`config.mk`:
```
export PLATFORM = sky130hd
export DESIGN_NAME = imem_program_loader
export DESIGN_NICKNAME = d
export VERILOG_FILES = /design/src/rtl/imem_program_loader.sv
export SDC_FILE = /design/constraint.sdc
export NUM_CORES = 1
export LEC_CHECK = 0
export ABC_AREA = 0
export BUFFER_PORTS_ARGS = -buffer_cell sky130_fd_sc_hd__buf_2
export CORE_ASPECT_RATIO = 0.75
export CORE_MARGIN = 2
export CORE_UTILIZATION = 49
export DETAILED_ROUTE_END_ITERATION = 8
export GPL_ROUTABILITY_DRIVEN = 0
export GPL_TIMING_DRIVEN = 0
export PLACE_DENSITY = 0.8
export SYNTH_ARGS = -nofsm -noshare
export SYNTH_HDL_FRONTEND = slang
export SYNTH_SLANG_ARGS = --single-unit
```
`constraint.sdc`:
```
create_clock -name clock -period 2.15 [get_ports clock]
set_clock_uncertainty 0.15 [all_clocks]
set_input_delay 0.5375 -clock clock [delete_from_list [all_inputs] [get_ports clock]]
set_output_delay 0.5375 -clock clock [all_outputs]
set_load 0.05 [all_outputs]
```
`src/rtl/imem_program_loader.sv`:
```
// Loads a length-prefixed byte stream into instruction memory, then releases the CPU.
// Optional trailing XOR checksum byte is enabled by defining LOADER_CHECKSUM_EN.
`timescale 1ns/1ps
module imem_program_loader #(
   parameter int unsigned ADDR_WIDTH = 8,
   parameter logic [31:0] START_PC   = 32'd0
) (
   input  logic                  clock,
   input  logic                  reset,
   input  logic                  byte_valid,
   input  logic [7:0]            byte_data,
   output logic                  byte_ready,
   output logic                  imem_we,
   output logic [ADDR_WIDTH-1:0] imem_addr,
   output logic [31:0]           imem_wdata,
   output logic                  cpu_reset,
   output logic                  start,
   output logic [31:0]           program_counter,
   output logic                  load_done,
   output logic                  error
);

   localparam int unsigned CW = 17;
   localparam int unsigned IW = ADDR_WIDTH + 1;
   localparam logic [CW-1:0] CAPACITY = CW'(1) << ADDR_WIDTH;

   typedef enum logic [2:0] {
      S_LEN_HI = 3'd0,
      S_LEN_LO = 3'd1,
      S_DATA   = 3'd2,
`ifdef LOADER_CHECKSUM_EN
      S_CHK    = 3'd3,
`endif
      S_DONE   = 3'd4,
      S_RUN    = 3'd5,
      S_ERROR  = 3'd6
   } state_e;

`ifdef LOADER_CHECKSUM_EN
   localparam state_e S_TAIL = S_CHK;
`else
   localparam state_e S_TAIL = S_DONE;
`endif

   state_e                state_q, state_d;
   logic [15:0]           count_q, count_d;
   logic [IW-1:0]         word_idx_q, word_idx_d;
   logic [1:0]            byte_cnt_q, byte_cnt_d;
   logic [23:0]           asm_q, asm_d;
`ifdef LOADER_CHECKSUM_EN
   logic [7:0]            xor_q, xor_d;
`endif
   logic                  byte_ready_q, byte_ready_d;
   logic                  imem_we_q, imem_we_d;
   logic [ADDR_WIDTH-1:0] imem_addr_q, imem_addr_d;
   logic [31:0]           imem_wdata_q, imem_wdata_d;
   logic                  cpu_reset_q, cpu_reset_d;
   logic                  start_q, start_d;
   logic                  load_done_q, load_done_d;
   logic                  error_q, error_d;

   logic                  accept_c;
   logic [15:0]           len_c;
   logic                  word_done_c;
   logic                  last_word_c;

   assign accept_c    = byte_valid && byte_ready_q;
   assign len_c       = {count_q[15:8], byte_data};
   assign word_done_c = (byte_cnt_q == 2'd3);
   assign last_word_c = ((CW'(word_idx_q) + CW'(1)) == CW'(count_q));

   // State register
   always_ff @(posedge clock) begin
      if (reset) state_q <= S_LEN_HI;
      else       state_q <= state_d;
   end

   // Next-state logic
   always_comb begin
      state_d = state_q;
      case (state_q)
         S_LEN_HI: if (accept_c) state_d = S_LEN_LO;
         S_LEN_LO: begin
            if (accept_c) begin
               if (CW'(len_c) > CAPACITY) state_d = S_ERROR;
               else if (len_c == 16'd0)   state_d = S_TAIL;
               else                       state_d = S_DATA;
            end
         end
         S_DATA: if (accept_c && word_done_c && last_word_c) state_d = S_TAIL;
`ifdef LOADER_CHECKSUM_EN
         S_CHK: if (accept_c) state_d = (byte_data == xor_q) ? S_DONE : S_ERROR;
`endif
         S_DONE:  state_d = S_RUN;
         S_RUN:   state_d = S_RUN;
         S_ERROR: state_d = S_ERROR;
         default: state_d = S_ERROR;
      endcase
   end

   // Status outputs; release follows the registered state so start trails the last write
   always_comb begin
      byte_ready_d = 1'b0;
      error_d      = 1'b0;
      cpu_reset_d  = 1'b1;
      start_d      = 1'b0;
      load_done_d  = 1'b0;
      case (state_d)
         S_LEN_HI, S_LEN_LO, S_DATA: byte_ready_d = 1'b1;
`ifdef LOADER_CHECKSUM_EN
         S_CHK:                      byte_ready_d = 1'b1;
`endif
         default:                    byte_ready_d = 1'b0;
      endcase
      error_d = (state_d == S_ERROR);
      if (state_q == S_RUN) begin
         cpu_reset_d = 1'b0;
         start_d     = 1'b1;
         load_done_d = 1'b1;
      end
   end

   // Length capture, word assembly and write-port staging
   always_comb begin
      count_d      = count_q;
      word_idx_d   = word_idx_q;
      byte_cnt_d   = byte_cnt_q;
      asm_d        = asm_q;
`ifdef LOADER_CHECKSUM_EN
      xor_d        = xor_q;
`endif
      imem_we_d    = 1'b0;
      imem_addr_d  = imem_addr_q;
      imem_wdata_d = imem_wdata_q;
      if (accept_c) begin
         case (state_q)
            S_LEN_HI: begin
               count_d[15:8] = byte_data;
               word_idx_d    = '0;
               byte_cnt_d    = '0;
`ifdef LOADER_CHECKSUM_EN
               xor_d         = '0;
`endif
            end
            S_LEN_LO: count_d = len_c;
            S_DATA: begin
               asm_d      = {asm_q[15:0], byte_data};
               byte_cnt_d = byte_cnt_q + 2'd1;
`ifdef LOADER_CHECKSUM_EN
               xor_d      = xor_q ^ byte_data;
`endif
               if (word_done_c) begin
                  imem_we_d    = 1'b1;
                  imem_addr_d  = word_idx_q[ADDR_WIDTH-1:0];
                  imem_wdata_d = {asm_q, byte_data};
                  word_idx_d   = word_idx_q + IW'(1);
               end
            end
            default: ;
         endcase
      end
   end

   always_ff @(posedge clock) begin
      if (reset) begin
         count_q      <= '0;
         word_idx_q   <= '0;
         byte_cnt_q   <= '0;
         asm_q        <= '0;
`ifdef LOADER_CHECKSUM_EN
         xor_q        <= '0;
`endif
         byte_ready_q <= 1'b0;
         imem_we_q    <= 1'b0;
         imem_addr_q  <= '0;
         imem_wdata_q <= '0;
         cpu_reset_q  <= 1'b1;
         start_q      <= 1'b0;
         load_done_q  <= 1'b0;
         error_q      <= 1'b0;
      end else begin
         count_q      <= count_d;
         word_idx_q   <= word_idx_d;
         byte_cnt_q   <= byte_cnt_d;
         asm_q        <= asm_d;
`ifdef LOADER_CHECKSUM_EN
         xor_q        <= xor_d;
`endif
         byte_ready_q <= byte_ready_d;
         imem_we_q    <= imem_we_d;
         imem_addr_q  <= imem_addr_d;
         imem_wdata_q <= imem_wdata_d;
         cpu_reset_q  <= cpu_reset_d;
         start_q      <= start_d;
         load_done_q  <= load_done_d;
         error_q      <= error_d;
      end
   end

   assign byte_ready      = byte_ready_q;
   assign imem_we         = imem_we_q;
   assign imem_addr       = imem_addr_q;
   assign imem_wdata      = imem_wdata_q;
   assign cpu_reset       = cpu_reset_q;
   assign start           = start_q;
   assign load_done       = load_done_q;
   assign error           = error_q;
   assign program_counter = START_PC;

endmodule
```
-- Word-level counts from Yosys, hierarchy flattened
Index checks and enable logic that the tools add are counted.
- add/sub/neg operators: 3
- magnitude comparators: 1
- equal/unequal tests: 10
- mux-type cells: 13
- bitwise operators: 2
- reductions and logical operators: 16
- operators with widths (cell ; number):
    case mux 9 bit (2 select lines) ; 1
    == test 10 x 16 -> 1 bit ; 1
    > comparator 16 x 9 -> 1 bit, second input constant ; 1
    logical NOT 16 bit ; 1
    2-to-1 mux 3 bit ; 5
    case mux 3 bit (4 select lines) ; 1
    adder 9 x 1 -> 10 bit, second input constant ; 1
    adder 9 x 1 -> 9 bit, second input constant ; 1
    == test 3 bit, second input constant ; 3
    2-to-1 mux 9 bit ; 1
    AND reduction 2 bit ; 4
    == test 3 x 1 -> 1 bit, second input constant ; 2
    == test 3 x 2 -> 1 bit, second input constant ; 2
    logical NOT 3 bit ; 2
    AND reduction 3 bit ; 2
    OR reduction 3 bit ; 2
    2-to-1 mux 1 bit ; 4
    case mux 2 bit (2 select lines) ; 1
    logical AND 1 bit ; 3
    adder 2 x 1 -> 2 bit, second input constant ; 1
    == test 2 bit, second input constant ; 1
    != test 2 bit, second input constant ; 1
    NOT 1 bit ; 2
    nonzero test 2 bit ; 1
    OR reduction 2 bit ; 1
- register bits: 99
- input port bits: 11
- output and inout bits: 78

-- Depth between registers and ports, before layout
- word-level depth: 8
- gate-level depth with buffers: 9

-- Worst setup path after synthesis
OpenSTA, ideal clock, no wires.
- path type: register to register
- from: register byte_ready_q (netlist: byte_ready)
- to: register imem_wdata_q[31] (netlist: imem_wdata[31])
- setup time: 0.070 ns
- data arrival time: 2.139 ns
- required time: 1.930 ns
- slack: -0.209 ns
- stages on the path, launching flop included: 10
- period minus slack after synthesis: 2.359 ns
- cell sequence: dfxtp_1 and2_1 clkbuf_1 and3_1 clkbuf_1 and2_1 buf_2 buf_1 nand2_1 a21oi_1
- word-level cells in the longest chain between the ends: 2
- RTL lines (what ; line ; RTL):
    from (decl) ; 53 ; logic byte_ready_q, byte_ready_d;
    from (signal assigned) ; 189 ; byte_ready_q <= byte_ready_d;
    logical AND 1 bit ; 67 ; assign accept_c = byte_valid && byte_ready_q;
    AND reduction 3 bit (no line) ; - ;
    to (signal assigned) ; 192 ; imem_wdata_q <= imem_wdata_d;
    to (decl) ; 56 ; logic [31:0] imem_wdata_q, imem_wdata_d;
No other way between the ends.
A chain may end at the register's enable or synchronous reset.

-- Worst setup path in the final report
- from: register word_idx_q[0]
- to: register byte_ready_q (netlist: byte_ready)
- word-level cells in the longest chain between the ends: 8
- elaborated cells on any way between the ends: 10
- RTL lines (what ; line ; RTL):
    from (decl) ; 47 ; logic [IW-1:0] word_idx_q, word_idx_d;
    from (signal assigned) ; 183 ; word_idx_q <= word_idx_d;
    adder 9 x 1 -> 10 bit (*) ; 70 ; assign last_word_c = ((CW'(word_idx_q) + CW'(1)) == CW'(count_q));
    == test 10 x 16 -> 1 bit (*) ; 70 ;
    logical AND 1 bit (*) ; 90 ; S_DATA: if (accept_c && word_done_c && last_word_c) state_d = S_TAIL;
    2-to-1 mux 3 bit (*) ; 90 ;
    case mux 3 bit (4 select lines) (*) ; 81 ; case (state_q)
    == test 3 x 1 -> 1 bit, or another cell as far along ; 108 ; case (state_d)
    OR reduction 3 bit (*) ; 108 ;
    2-to-1 mux 1 bit (*) ; 108 ;
Every way passes the cells marked *; elsewhere a longest branch is shown, timed or not.

==> metrics.log <==
[metrics] Synth-to-Final Area Change: 22.7%
[metrics] final hold violations: 0
[metrics] power per standard cell area: 765 mW/mm²
[metrics] critical path's largest stage delay: 0.52 ns
[metrics] post-synthesis instance total: 526
[metrics] maximum number of pins on one net before global-route repair: 16
[metrics] setup slack on the worst flop-to-flop path: -0.05 ns
[metrics] Routed wire per std cell: 13.8 µm
[metrics] Worst path slowest cell: or4b_4
[metrics] count of distinct cell types in the synthesized netlist: 45
[metrics] cell chain of the critical path: and4_4 -> a21boi_2 -> or4b_4 -> a2111oi_4 -> a31oi_1 -> nor2b_4
[metrics] final antenna-violating net count: 0
[metrics] maximum fanout encountered on the critical timing path: 6
[metrics] Root Buffer: clkbuf_16
[metrics] main area contributors after synthesis: dfxtp_1 (47%), nand2_1 (13%), a21oi_1 (11%), buf_4 (6.4%), nor2_1 (2.6%)
[metrics] Row Count: 29
[metrics] failing checks: setup timing
[metrics] number of iterations in the first detailed-routing pass: 5
[metrics] most frequent cells after synthesis: nand2_1 (143), dfxtp_1 (99), a21oi_1 (89), buf_4 (36), nor2_1 (29)
[metrics] post-route design area: 0.00515 mm²
[metrics] routed via count divided by cell count: 5.10
[metrics] clock tree from TritonCTS: built
[metrics] FF-to-FF path depth: 6
[metrics] horizontal die dimension: 111 µm
[metrics] Post-Synthesis Cell Area: 0.00420 mm²
[metrics] dominant cell by count in the synthesized netlist: nand2_1
[metrics] Synth Flop Type: dfxtp_1
[metrics] FF-to-FF End: byte_ready
[metrics] worst-case setup margin in the final layout: -0.0506 ns
[metrics] startpoint types: flip-flop
[metrics] synthesized area per cell: 7.98 µm²
[metrics] share of synthesized registers carrying an async set or reset: 0%
[metrics] leakage dissipation: 2.17 nW
[metrics] buffers added on ports: 55
[metrics] setup repair after global routing missed its margin: true
[metrics] number of placed instances with taps included: 720
[metrics] CP Class: flip-flop to flip-flop
[metrics] launch instance of the worst min-delay path: imem_wdata[31]
[metrics] CTS Sinks: 99
[metrics] number of global-route vias before repair: 3515
[metrics] cts bufs inserted: 9
[metrics] Final Instance Count excl. Fillers: 740
[metrics] die outline area: 0.00933 mm²
[metrics] Yosys warning total: 0
[metrics] Detailed Route WL: 10200 µm
[metrics] area after detailed placement: 0.00473 mm²
[metrics] kind of end point of the critical path: flip-flop
[metrics] HPWL Detailed: 7220 µm
[metrics] Slew Limit Fails: 0
[metrics] H-tree levels: 3
[metrics] outcome: finished with violations
[metrics] global-route wire length before repair: 16800 µm
[metrics] top cell type by total area after synthesis: dfxtp_1
[metrics] Core Region: 0.00838 mm²
[metrics] part of the Yosys area used for sequential elements: 47.2%
[metrics] n_diodes: 0
[metrics] endpoint required time on the critical path: 2.23 ns
[metrics] clock network latency to the later pin of the worst-skew pair: 0.35 ns
[metrics] number of maximum-capacitance violations: 0
[metrics] Min Hold Slack: 0.302 ns
[metrics] arrival time at the worst endpoint: 2.28 ns
[metrics] number of enable-type register cells in the synthesized netlist: 0
[metrics] worst slew pin tran: 0.643 ns
[metrics] share of cells above drive strength 1: 22.2%
[metrics] starting utilization of the core area: 50.1%
[metrics] reg-to-reg startpoint: word_idx_q[0]
[metrics] # DRC: 0
[metrics] height of the chip: 84.1 µm
[metrics] post-synthesis sequential element count: 99
[metrics] net total in the final layout: 640
[metrics] number of vias in the routed layout: 3771
[metrics] num ports: 89
[metrics] antenna violations before repair: 0
[metrics] headroom to the max-slew limit: 57.1%
[metrics] upper clock frequency limit: 454 MHz
[metrics] count of hold-fix buffers inserted at cts: 0
[metrics] final setup violation count: 1
[metrics] Hold Crit Endpoint: imem_wdata[31]
[metrics] crit share post-route: 102%
[metrics] worst ir drop on vdd: 0.000632 V
[metrics] hold path depth: 2
[metrics] Initial DRC Count: 300
[metrics] post-synth top area share: 47.2%
[metrics] clock buffer depth: 2
[metrics] HP Class: flip-flop to flip-flop
[metrics] clock transition at the registers of the reported paths: 0.07 ns
[metrics] time the final worst path needs with I/O delays and setup: 2.20 ns
[metrics] aggregate global-route resource usage: 22.5%
[metrics] gr ovfl total: 0
==> layer usage <==
metal	share of wire (%)	GRT usage, %
met4	1.5	8.07
met5	0	0
met1	46	31.0
met2	44	34.0
met3	7.9	6.43
==> cells by family (layout without fill, tap and decap cells) <==
group	after synthesis	in the layout	synth area share [%]
buf+inv	71	146	9.90
xor+xnor	11	11	2.30
mux	8	8	1.91
flops	99	99	47.2
other cells	1	32	0.0894
compound gates	118	118	15.3
fa+ha+maj	2	2	0.596
simple gates	216	216	22.7
==> power by group <==
part,switching [mW],internal [mW],total [mW]
registers,0.0206,1.85,1.87
logic,0.263,0.103,0.366
clock network,0.677,1.02,1.70
==> metrics by stage <==
stage	TNS, ns	util (%)	setup slack, ns	power, mW
2_1_floorplan	0	-	0.0130	2.20
3_3_place_gp	-19.61	56.5	-0.503	2.26
3_5_place_dp	-23.03	56.5	-0.559	2.27
4_1_cts	-0.0333	61.0	-0.0333	3.95
5_1_grt	-0.112	61.4	-0.0832	4.06
6_report	-0.0506	61.4	-0.0506	3.94
==> layout make-up <==
type,instances,area (µm²)
sequential,99,1990
clock buffer,12,236
tap,108,135
clock inverter,4,73.8
buffer,65,407
inverter,2,7.51
multi-input combinational,387,1960
fill,751,3230
timing repair buffer,63,335
==> how the worst max path moves through the flow <==
stage	startpoint	to	slack, ns	depth (start not counted)
CTS	word_idx_q[2]	byte_ready	-0.03	7
finish	word_idx_q[0]	byte_ready	-0.05	6
floorplan	word_idx_q[3]	byte_ready	0.01	7
global placement	byte_valid	imem_wdata[11]	-0.50	10
detailed placement	byte_valid	imem_wdata[13]	-0.56	10
global route	word_idx_q[0]	byte_ready	-0.08	6
==> timing repair <==
action,4_1_cts,5_1_grt
pin swaps,2,2
setup endpoints to repair,48,49
cloned,0,0
resized for setup,15,12
buffers inserted,5,3
==> critical path: cells and delay by family (launching register included) <==
kind	cells	cell delay, ns
flops	1	0.40
compound gates	3	0.59
simple gates	3	0.93
==> cell usage in the layout, fill, tap and decap left out, drive strengths merged, types with 6 or more instances in the layout <==
cell | Yosys | routed
a21oi | 89 | 89
and3 | 6 | 6
buf | 44 | 100
clkbuf | 25 | 40
conb | 1 | 32
dfxtp | 99 | 99
mux2i | 8 | 8
nand2 | 143 | 143
nor2 | 29 | 29
o21ai | 17 | 17
xnor2 | 6 | 6
==> registers in the layout (all words and copies together) (netlist names) <==
name        flops
count_q        16
imem_addr       8
byte_cnt_q      2
word_idx_q      9
asm_q          24
byte_ready      1
error           1
imem_wdata     32
imem_we         1
load_done       1
state_q         3
cpu_reset       1
Note: power is estimated with default switching activity, not from simulation.
